[src/rtl/board_b_d_gfx_arbiter.sv]
// Round-robin arbiter sharing one graphics-ROM port between tile layers A and B.
// Serialises fetches, tags the address with the layer, and times out stalled reads.
module board_b_d_gfx_arbiter #(
    parameter int ADDR_W  = 20,
    parameter int DATA_W  = 32,
    parameter int TIMEOUT = 64
) (
    input  logic              sys_clk,
    input  logic              reset,
    input  logic              a_req,
    input  logic [ADDR_W-1:0] a_addr,
    output logic              a_ack,
    output logic [DATA_W-1:0] a_data,
    input  logic              b_req,
    input  logic [ADDR_W-1:0] b_addr,
    output logic              b_ack,
    output logic [DATA_W-1:0] b_data,
    output logic              mem_req,
    output logic [ADDR_W:0]   mem_addr,
    input  logic              mem_rdy,
    input  logic [DATA_W-1:0] mem_data,
    output logic              busy,
    input  logic              err_clr,
    output logic              timeout_err
);

    localparam logic [1:0] IDLE = 2'd0;
    localparam logic [1:0] WAIT = 2'd1;
    localparam logic [1:0] ACK  = 2'd2;

    localparam int               TMR_W    = $clog2(TIMEOUT);
    localparam logic [TMR_W-1:0] TMR_LAST = TMR_W'(TIMEOUT - 1);

    logic [1:0]       state;
    logic [TMR_W-1:0] timer;
    logic             last_grant;   // 0 = A, 1 = B; also names the owner of the fetch in flight
    logic             grant_b;
    logic             timed_out;

    // NOTE: every signal assigned in always_comb gets a default first, so no latch is inferred.
    always_comb begin
        grant_b = b_req;
        if (a_req && b_req) begin
            grant_b = ~last_grant;
        end
    end

    assign timed_out = (timer == TMR_LAST);

    // NOTE: sequential state uses non-blocking assignments only; the last one in a cycle wins.
    always_ff @(posedge sys_clk or posedge reset) begin
        if (reset) begin
            state       <= IDLE;
            timer       <= '0;
            last_grant  <= 1'b1;
            mem_req     <= 1'b0;
            mem_addr    <= '0;
            a_ack       <= 1'b0;
            b_ack       <= 1'b0;
            a_data      <= '0;
            b_data      <= '0;
            busy        <= 1'b0;
            timeout_err <= 1'b0;
        end else begin
            // A timeout set later in this block overrides the clear.
            if (err_clr) begin
                timeout_err <= 1'b0;
            end

            case (state)
                IDLE: begin
                    if (a_req || b_req) begin
                        last_grant <= grant_b;
                        mem_addr   <= {grant_b, (grant_b ? b_addr : a_addr)};
                        mem_req    <= 1'b1;
                        timer      <= '0;
                        busy       <= 1'b1;
                        state      <= WAIT;
                    end
                end

                WAIT: begin
                    timer <= timer + 1'b1;
                    if (mem_rdy || timed_out) begin
                        // A late mem_rdy still beats the watchdog on the same edge.
                        if (last_grant) begin
                            b_data <= mem_rdy ? mem_data : '0;
                            b_ack  <= 1'b1;
                        end else begin
                            a_data <= mem_rdy ? mem_data : '0;
                            a_ack  <= 1'b1;
                        end
                        if (!mem_rdy) begin
                            timeout_err <= 1'b1;
                        end
                        mem_req <= 1'b0;
                        state   <= ACK;
                    end
                end

                ACK: begin
                    a_ack <= 1'b0;
                    b_ack <= 1'b0;
                    busy  <= 1'b0;
                    state <= IDLE;
                end

                default: begin
                    a_ack   <= 1'b0;
                    b_ack   <= 1'b0;
                    mem_req <= 1'b0;
                    busy    <= 1'b0;
                    state   <= IDLE;
                end
            endcase
        end
    end

endmodule
[config.mk]
export PLATFORM = sky130hd
export DESIGN_NAME = board_b_d_gfx_arbiter
export DESIGN_NICKNAME = d
export VERILOG_FILES = /design/src/rtl/board_b_d_gfx_arbiter.sv
export SDC_FILE = /design/constraint.sdc
export NUM_CORES = 1
export LEC_CHECK = 0
export CELL_PAD_IN_SITES_DETAIL_PLACEMENT = 1
export CELL_PAD_IN_SITES_GLOBAL_PLACEMENT = 2
export CORE_MARGIN = 4
export CORE_UTILIZATION = 27
export CTS_CLUSTER_DIAMETER = 30
export DETAILED_ROUTE_END_ITERATION = 8
export PLACE_DENSITY_LB_ADDON = 0.1
export SETUP_SLACK_MARGIN = 0.1
export SYNTH_ARGS = -nofsm -noshare
export SYNTH_HDL_FRONTEND = slang
export SYNTH_SLANG_ARGS = --single-unit
[constraint.sdc]
create_clock -name sys_clk -period 3.82 [get_ports sys_clk]
set_clock_uncertainty 0.15 [all_clocks]
set_input_delay 0.764 -clock sys_clk [delete_from_list [all_inputs] [get_ports sys_clk]]
set_output_delay 0.764 -clock sys_clk [all_outputs]
set_load 0.01 [all_outputs]
== After elaboration in Yosys (flattened, before gate mapping) ==
Index checks and enable logic that the tools add are counted.

* Register bits after elaboration: 99
* Input bits: 78
* Output and inout port bits: 90

* Eq/ne operators: 7
* Bitwise gates (word level): 4
* Multiplexer cells: 22
* Add/sub/neg operators: 1
* Reduce and logical (&&, ||, !) cells: 14

{| class="wikitable"
|+ Operators by type and width
! kind !! count
|-
| 2-to-1 mux 32 bit || 1
|-
| 2-to-1 mux 20 bit || 1
|-
| AND reduction 3 bit || 5
|-
| one-hot mux 6 bit (2 select lines) || 1
|-
| 2-to-1 mux 1 bit || 11
|-
| != test 2 bit (second input constant) || 4
|-
| AND reduction 2 bit || 4
|-
| adder 6 x 1 -> 6 bit (second input constant) || 1
|-
| equality test 6 bit (second input constant) || 1
|-
| 2-to-1 mux 6 bit || 1
|-
| one-hot mux 1 bit (2 select lines) || 3
|-
| 2-to-1 mux 2 bit || 2
|-
| inverter 1 bit || 4
|-
| one-hot mux 2 bit (2 select lines) || 1
|-
| one-hot mux 1 bit (3 select lines) || 1
|-
| equality test 2 x 1 -> 1 bit (second input constant) || 1
|-
| equality test 2 bit (second input constant) || 1
|-
| logical NOT 2 bit || 1
|-
| logical OR 1 bit || 2
|-
| nonzero test 2 bit || 1
|-
| logical AND 1 bit || 1
|}

== Longest topological paths before layout ==
* Depth in word-level cells: 4
* Mapped depth: 6
* Mapped depth without buffers: 4

== Worst setup path after synthesis ==
OpenSTA, ideal clock, no wires.

* Path type: in2reg
* Start: input port mem_rdy
* End: register b_data[28]
* Cell stages on the path: 6
* Data arrival time: 1.680 ns
* Data required time: 3.587 ns
* Library setup time: 0.083 ns
* Path slack: 1.908 ns
* Cells stage by stage: clkbuf_1 > and4b_2 > clkbuf_1 > buf_2 > a22oi_1 > o21ai_0

* Word-level cells in the longest chain between the ends: 2
* Elaborated cells on any way between the ends: 3
* Classes of those cells: mux: 1; reduce/logical: 2

{| class="wikitable"
|+ Ends and longest elaborated chain
! element !! RTL line !! text
|-
| from (decl) || 20 || <nowiki>input logic mem_rdy,</nowiki>
|-
| logical OR 1 bit || 84 || <nowiki>if (mem_rdy || timed_out) begin</nowiki>
|-
| AND reduction 3 bit (no source line) || n/a ||
|-
| to (signal assigned) || 87 || <nowiki>b_data <= mem_rdy ? mem_data : '0;</nowiki>
|-
| to (decl) || 17 || <nowiki>output logic [DATA_W-1:0] b_data,</nowiki>
|}

Several ways; a longest one is shown, not always the timed one.
A chain may end at the register's enable or synchronous reset.

== Worst setup path in the final report ==
* Start: register state[1]
* End: register b_data[16]

* Word-level cells in the longest chain between the ends: 2

{| class="wikitable"
|+ Ends and longest elaborated chain
! element !! RTL line !! text
|-
| from (decl) || 34 || <nowiki>logic [1:0] state;</nowiki>
|-
| from (signal assigned) || 53 || <nowiki>state <= IDLE;</nowiki>
|-
| from (signal assigned) || 78 || <nowiki>state <= WAIT;</nowiki>
|-
| from (signal assigned) || 97 || <nowiki>state <= ACK;</nowiki>
|-
| equality test 2 x 1 -> 1 bit || 70 || <nowiki>case (state)</nowiki>
|-
| AND reduction 3 bit (no source line) || n/a ||
|}

Every way passes these cells.

==> impl_results.md <==
- Outcome: complete, no violations
- DIE AREA: 19,400 µm²
- Crit-path max cell delay: 860 ps
- WHS Path Cells: 1
- Top-count cell post-synth: dfrtp_1
- Clock share of power: 19.0%
- Max FO, Critical Path: 21
- Final wirelength: 15,600 µm
- Post-synth EDFFs: 0
- DRT iter0 DRCs: 233
- Fill count: 1,852
- Total net switching power: 1.87 mW
- Worst R2R Setup Slack: 1310 ps
- Die H: 139 µm
- Crit-path slowest cell: nand3b_1
- Main synth FF type: dfrtp_1
- Synth warn: 0
- Design Area, Final: 6790 µm²
- Residual DRC: 0
- Crit end category: flop
- CTS root buffer: clkbuf_16
- Vias in the first global route: 4,582
- CP Data Arrival Time: 2570 ps
- Crit path kind: reg -> reg
- Rel. slew slack: 30.1%
- R2r worst-path depth: 4
- Post-synthesis instance area: 4650 µm²
- RSZ-0062 raised after global routing: no
- Setup ws final: 1310 ps
- Worst skew pair latency: 350 ps
- Total track usage: 16.3%
- Fin util: 40.7%
- Final TNS setup: 0 ps
- Vias post-DR: 4,138
- Clock transition at path regs: 70 ps
- Reg2reg end: b_data[16]
- Reg power frac: 35.7%
- Worst hold start: timer[5]
- Worst r2r src: state[1]
- Syn Inst Count: 447
- Sequential element share of the synthesized area: 53.3%
- Post-CTS Setup Repair Bufs: 0
- Critical path origin: state[1]
- Vias per std cell: 5.06
- Placed cell areas: 6470 µm²
- Cell Int Power: 3.38 mW
- Pleak: 2.71 nW
- WHS: 347 ps
- Clock buffer depth: 2
- TritonCTS clock tree: done
- Dpl hpwl: 10,400 µm
- Power after layout: 5.25 mW
- Initial core utilization: 27.8%
- PortBufs: 167
- Final #Nets: 672
- Worst Max-Slew Pin Slew: 1040 ps
- Count of non-filler cells in the finished layout: 818
- Core Rows: 47
- Share of layout cells above drive strength 1: 5.70%
- Pwr dens: 773 nW/µm²
- Initial antenna violation count: 1
- Top cells by count, synth: dfrtp_1 (98), o21ai_0 (79), nand2b_1 (65)
- Htree depth: 3
- Setup Slack @ Placement: 1100 ps
- MaxCap Viol Count: 0
- Synth area leader: dfrtp_1
- Worst vdd ir: 0.235 mV
- Post-synthesis sequential element count: 99
- Gr ovfl total: 0
- Mean post-synth cell area: 10.4 µm²
- Startpoint Class: flop
- CTS resizes: 0
- Combinational share of power: 45.3%
- Hold_buf cts: 0
- Crit share post-route: 65.6%
- Worst Hold Path EP: timer[5]
- Sinks on Clock Net: 99
- WP buf/inv: 1
- IO Pins: 168
- Area grow syn2layout: 46.1%
- Die W: 139 µm
- Core area: 16,700 µm²
- Slew Limit Fails: 0
- Placed cell count: 802
- Hold Fails Final Rpt: 0
- DR WL/cell: 19.1 µm
- Netlist cell types: 36
- Routed Antenna Nets: 0
- Largest net degree at the start of global routing: 79
- Synth Net Count: 526
- FMAX: 399 MHz
- Critical path cell sequence: nand3b_1 > buf_4 > a22oi_1 > o21ai_0
- Hold Crit Class: reg -> reg
- Asr flop ratio synth: 100%
- GP Congestion: 0.734
- Fin crit period: 2510 ps
- Worst EP required: 3880 ps
- Crit path max-delay family: simple AND/OR/NAND/NOR gates
- Switch share: 35.6%
- Largest cells by area after synthesis: dfrtp_1 (53%), a22oi_1 (10%), nand2b_1 (8.7%)
- Drt pass-1 iters: 4
- Final setup violation count: 0
- Synth top area share: 52.7%
- CTS buffer count: 9
- Global-route wire length before repair: 25,500 µm
==> power by group through the flow <==
stage	clock network [mW]	registers [mW]	logic, mW
after floorplan	0	1.99	1.04
after global placement	0	1.87	2.36
after detailed placement	0	1.90	2.42
after CTS	1.03	1.88	2.43
after global routing	1.07	1.95	2.62
final	0.996	1.88	2.38
==> area by class of cell <==
| class | count | area, µm² | area share, % |
|---|---|---|---|
| repair buffers | 176 | 1750 | 25.7 |
| inverters | 5 | 21.3 | 0.313 |
| flip-flops and latches | 99 | 2480 | 36.5 |
| well taps | 220 | 275 | 4.05 |
| multi-input cells | 302 | 1950 | 28.7 |
| clock inverters | 5 | 77.6 | 1.14 |
| diodes | 1 | 2.50 | 0.0368 |
| clock buffers | 10 | 239 | 3.52 |
==> routing by layer <==
layer,track usage [%],routed length [µm],part of all wire (%)
met5,0,0,0
met4,4.94,205,1.3
met3,6.24,1200,7.7
met2,26.1,7320,47
met1,20.4,6920,44
==> flip-flops by register name, indices dropped and copies added (netlist names) <==
signal       cells
mem_addr        21
timer            6
a_ack            1
mem_req          1
b_data          32
state            2
busy             1
b_ack            1
last_grant       1
a_data          32
timeout_err      1
==> worst max-delay path by stage <==
stage | cells after the start | to | slack [ps]
2_1_floorplan | 1 | a_ack | 320
3_3_place_gp | 5 | mem_req | 1180
3_5_place_dp | 5 | mem_req | 1100
4_1_cts | 4 | b_data[10] | 1260
5_1_grt | 4 | b_data[16] | 1060
6_report | 4 | b_data[16] | 1310
==> worst register-to-register path, cell delays in order (launching register included) <==
cell	delay, ps
dfrtp_1	530
nand3b_1	860
buf_4	520
a22oi_1	210
o21ai_0	110
==> cell usage in the layout, fill, tap and decap left out, types with 6 or more instances in the layout <==
| master | Yosys | layout |
|---|---|---|
| o21ai_1 | 31 | 32 |
| o21ai_0 | 79 | 78 |
| mux2i_1 | 23 | 23 |
| clkdlybuf4s50_1 | 0 | 166 |
| nand2b_1 | 65 | 65 |
| buf_4 | 1 | 8 |
| clkbuf_16 | 0 | 9 |
| nor2_1 | 7 | 6 |
| a22oi_1 | 63 | 63 |
| dfrtp_1 | 98 | 98 |
==> cells by family (layout without fill, tap and decap cells) <==
group	count (synthesis)	count (layout)	share of synthesized area, %
muxes	23	23	4.95
AOI/OAI and AO/OA	191	191	25.1
buffers and inverters	46	196	4.90
and+or+nand+nor	87	87	11.5
other	0	1	0
adders and majority gates	1	1	0.269
DFF	99	99	53.3
No activity file was read; power rests on OpenSTA's default activity.
